$ cat src/rtl/_sipo_shift_reg.sv
// ---------------------------------------------------------------------------
// _sipo_shift_reg
//
// Serial-in / parallel-out shift register. Bits arrive MSB first on d_in
// while en is high. After WIDTH bits, the completed word is copied into the
// word register, and valid pulses for one cycle. The downstream register bank
// uses valid as its load enable.
//
// The live shift register q is built from 1-bit _dff_en cells. Their cell
// enable is (en | clr | ~reset_n). Their data input is forced to 0 whenever
// clr or reset is active, so reset and clear reuse the plain enabled cell.
//
// Ports
//   clk      in   1      rising-edge clock
//   reset_n  in   1      synchronous active-low reset
//   en       in   1      shift enable; d_in is sampled when high
//   d_in     in   1      serial data, MSB first
//   clr      in   1      synchronous clear of the partial word (word kept)
//   q        out  WIDTH  live shift-register contents
//   word     out  WIDTH  last completed word
//   valid    out  1      one-cycle pulse: word was updated at the last edge
//   cnt      out  CW     bits received in the current word, 0..WIDTH-1
//
// Handshake: valid is a push-only strobe with no ready. It is high for
// exactly the one cycle after word is loaded, and the consumer must take word
// on that cycle. word then holds until the next completion or reset.
// Priority at every edge: reset_n low, then clr, then en, then hold.
// ---------------------------------------------------------------------------

// 1-bit enabled flip-flop used as the shift cell.
//   clk in 1, en in 1, d in 1, q out 1
module _dff_en (
    input  logic clk,
    input  logic en,
    input  logic d,
    output logic q
);
    logic r_q;

    always_ff @(posedge clk) begin
        if (en) begin
            r_q <= d;
        end
    end

    assign q = r_q;
endmodule

module _sipo_shift_reg #(
    parameter int WIDTH = 8,
    parameter int CW    = $clog2(WIDTH)
) (
    input  logic             clk,
    input  logic             reset_n,
    input  logic             en,
    input  logic             d_in,
    input  logic             clr,
    output logic [WIDTH-1:0] q,
    output logic [WIDTH-1:0] word,
    output logic             valid,
    output logic [CW-1:0]    cnt
);
    localparam logic [CW-1:0] LP_LAST = CW'(WIDTH - 1);

    logic [WIDTH-1:0] r_q;
    logic [WIDTH-1:0] r_word;
    logic             r_valid;
    logic [CW-1:0]    r_cnt;

    logic             w_cell_en;
    logic             w_force0;
    logic [WIDTH-1:0] w_shift;
    logic [WIDTH-1:0] w_cell_d;

    // Reset and clear must also reach the cells, so they join the enable.
    assign w_cell_en = en | clr | ~reset_n;
    assign w_force0  = clr | ~reset_n;
    assign w_shift   = {r_q[WIDTH-2:0], d_in};
    assign w_cell_d  = w_force0 ? '0 : w_shift;

    for (genvar gi = 0; gi < WIDTH; gi++) begin : g_cell
        _dff_en u_cell (
            .clk (clk),
            .en  (w_cell_en),
            .d   (w_cell_d[gi]),
            .q   (r_q[gi])
        );
    end

    // Counter, word capture and strobe.
    // The word is captured from the same shifted value that the cells load,
    // so word equals q right after the final bit.
    always_ff @(posedge clk) begin
        if (!reset_n) begin
            r_cnt   <= '0;
            r_word  <= '0;
            r_valid <= 1'b0;
        end else if (clr) begin
            r_cnt   <= '0;
            r_valid <= 1'b0;
        end else if (en) begin
            if (r_cnt == LP_LAST) begin
                r_cnt   <= '0;
                r_word  <= w_shift;
                r_valid <= 1'b1;
            end else begin
                r_cnt   <= r_cnt + CW'(1);
                r_valid <= 1'b0;
            end
        end else begin
            r_valid <= 1'b0;
        end
    end

    assign q     = r_q;
    assign word  = r_word;
    assign valid = r_valid;
    assign cnt   = r_cnt;
endmodule

$ cat config.mk
export PLATFORM = sky130hd
export DESIGN_NAME = _sipo_shift_reg
export DESIGN_NICKNAME = d
export VERILOG_FILES = /design/src/rtl/_sipo_shift_reg.sv
export SDC_FILE = /design/constraint.sdc
export NUM_CORES = 1
export LEC_CHECK = 0
export CAP_MARGIN = 0
export CELL_PAD_IN_SITES_DETAIL_PLACEMENT = 1
export CELL_PAD_IN_SITES_GLOBAL_PLACEMENT = 1
export CORE_AREA = 3 3 54 56
export CTS_CLUSTER_DIAMETER = 40
export CTS_CLUSTER_SIZE = 40
export DETAILED_ROUTE_END_ITERATION = 10
export DIE_AREA = 0 0 57 59
export DONT_BUFFER_PORTS = 1
export PLACE_DENSITY = 0.65
export SYNTH_ARGS = -nofsm -noshare
export SYNTH_HDL_FRONTEND = slang
export SYNTH_SLANG_ARGS = --single-unit
$ cat constraint.sdc
create_clock -name clk -period 1.4 [get_ports clk]
set_input_delay 0.07 -clock clk [delete_from_list [all_inputs] [get_ports clk]]
set_output_delay 0.07 -clock clk [all_outputs]
set_load 0.02 [all_outputs]
==> results.json <==
{
  "max_clock_freq_ghz": 0.736,
  "highest_layer": "met4",
  "slowest_delay_ns": 0.39,
  "setup.worst_path.start_class": "flip-flop",
  "min_from": "en",
  "hold_viol": 0,
  "rows": 18,
  "synth_compound_area_share_pct": 1.59,
  "firstDrtPassIters": 2,
  "finalPower_mw": 1.03,
  "muxShareOfSynthArea_pct": 10.4,
  "grtUsageTotal_pct": 10.5,
  "relSlewSlack_pct": 63.6,
  "crit_end": "cnt[0]",
  "slew_violations": 0,
  "wl_met2_um": 818,
  "cpMostUsedCell": "ha_4",
  "ioPinCount": 25,
  "io_buffers": 0,
  "vias": 526,
  "yosys.area.top_type": "dfxtp_1",
  "grt_pass1_wl_um": 2730,
  "routed_wl_um": 1610,
  "ys_ff_latch": 20,
  "cts_max_level": 1,
  "fillers": 289,
  "synthAdderAreaFrac_pct": 2.88,
  "dr_wl_met3_um": 155,
  "hp-class": "in2reg",
  "syn_to_final_growth_pct": 11.7,
  "layout.nets": 88,
  "crit_type": "reg2reg",
  "worstPathRequired_ns": 1.63,
  "clk_path_buf_depth": 2,
  "cts.sinks": 20,
  "die_w_um": 57,
  "vias_per_cell": 4.78,
  "synth_top_family_by_area": "simple AND/OR/NAND/NOR gates",
  "timing.rr.start": "cnt[0]",
  "cts_buffers": 3,
  "yosysTopAreaCellShare_pct": 27.7,
  "synthTopCellsByArea": "dfxtp_1 (28%), edfxtp_1 (28%), mux2i_1 (10%)",
  "start_util_pct": 35.1,
  "drive_above_1_share_pct": 20.0,
  "drc": 0,
  "vdd_ir_drop_max_mv": 0.425,
  "gp_congestion": 0.661,
  "synth_xor_area_share_pct": 0,
  "slowest_stage": "or3b_4",
  "finalSetupViolCount": 0,
  "cap_violations": 0,
  "die_area_um2": 3360,
  "syn_nets": 85,
  "outcome": "complete, no violations",
  "antenna_found_initial": 0,
  "final_cell_mix": "nand2_1 (16), dfxtp_1 (10), mux2i_1 (9)",
  "r2r_end": "cnt[0]",
  "diodes": 0,
  "drtAntennaViolNets": 0,
  "setup.worst_path.start": "cnt[0]",
  "r2r_setup_slack_ns": 0.04,
  "fin_hold_ws_ns": 0.0567,
  "rsz0062_at_grt": "false",
  "final_common_cell": "nand2_1",
  "grt.overflow.total": 0,
  "syn_area_um2": 868,
  "clk_pin_slew_ns": 0.11,
  "final.setup.tns_ns": 0,
  "synth.distinct_cells": 18,
  "yosysWarningCount": 0,
  "grt_pass1_vias": 584,
  "finClkSkew_ns": 0.00308,
  "tightest_slew_ns": 0.544,
  "syn_area_per_cell_um2": 11.1,
  "wirelength_met1_um": 621,
  "crit_path_end_kind": "flip-flop",
  "rr_worst_depth": 5,
  "die_height_um": 59,
  "synth_seq_area_share_pct": 55.3,
  "cts_tree": "built",
  "p_per_area_nw_per_um2": 1060,
  "period_share_pct": 97.0,
  "core-area_um2": 2480,
  "cellLeakagePower_nw": 0.361,
  "insertion_delay_ns": 0.29,
  "crit_arrival_ns": 1.59,
  "drt_iter0_markers": 7,
  "cts_root_buffer": "clkbuf_4",
  "synthSimpleGateAreaFrac_pct": 20.5,
  "syn_inst": 78,
  "min_period_ns": 1.36,
  "worstPathMaxFanout": 3,
  "grt_max_degree": 18,
  "wl_per_cell_um": 14.6,
  "crit_path_cell_trace": "ha_4 > ha_4 > buf_4 > or3b_4 > a21oi_2"
}
[metal layers]
layer / vias up / global-route usage [%]
li1: 256 / -
met1: 251 / 11.4
met2: 17 / 17.6
met3: 2 / 4.79
met4: 0 / 4.97
met5: - / 0
[sequential cells by signal (all words and copies together) (netlist names)]
signal	count
cnt	3
valid	1
word	8
g_cell.u_cell.q	8
[power by group]
group	internal, mW	switching (mW)
sequential	0.621	0.0280
clock	0.158	0.168
combinational	0.0253	0.0283
[kinds of logic after synthesis]
group / count (synthesis)
buffers and inverters: 11
adder cells (fa/ha/maj): 2
AO/OA/AOI/OAI: 2
flip-flops: 20
AND/OR/NAND/NOR: 34
multiplexers: 9
[how the worst min path moves through the flow]
stage / to / slack [ns] / cells after the start
final: cnt[0] / 0.06 / 2
after CTS: cnt[0] / 0.005 / 2
after global placement: word[0] / 0.22 / 2
after detailed placement: valid / 0.23 / 1
after floorplan: word[0] / 0.21 / 2
after global routing: cnt[0] / 0.03 / 2
[per-stage QoR]
stage          instance area [um2]  cells  setup WS, ns  utilization (%)
6_report                       970    110        0.0414             39.1
5_1_grt                        970    110       0.00622             39.1
4_1_cts                        940    110       0.00534             37.9
3_5_place_dp                   862    102       -0.0350             34.8
3_3_place_gp                   862    102        0.0124             34.8
2_1_floorplan                  868     78        0.0661                -
[timing repair]
item / CTS / global route
pin swaps: 0 / 2
hold endpoints to repair: 13 / 0
setup buffers: 0 / 0
hold buffers: 4 / 0
setup endpoints to repair: 8 / 1
resized for setup: 1 / 7
[synth_stat cells, drive strengths merged]
library cell and instances:
nand3b 1, dfxtp 12, mux2i 9, or3b 1
nand2 16, and2b 1, nand2b 4, nor2 1
edfxtp 8, and3b 1, and3 1, ha 2
buf 11, a21oi 2, and2 8
[final cells by class]
| class | count | area, um2 | share of cell area, % |
|---|---|---|---|
| Multi-Input combinational cell | 47 | 335 | 34.6 |
| Timing Repair Buffer | 9 | 77.6 | 8.00 |
| Sequential cell | 20 | 483 | 49.8 |
| Tap cell | 30 | 37.5 | 3.87 |
| Clock buffer | 4 | 36.3 | 3.74 |
[critical path, delay by kind of cell (launching register included)]
family | cells | cell delay, ns
flops | 1 | 0.35
simple gates | 1 | 0.39
buf+inv | 1 | 0.13
fa+ha+maj | 2 | 0.31
compound gates | 1 | 0.13
No activity file was read; power rests on OpenSTA's default activity.
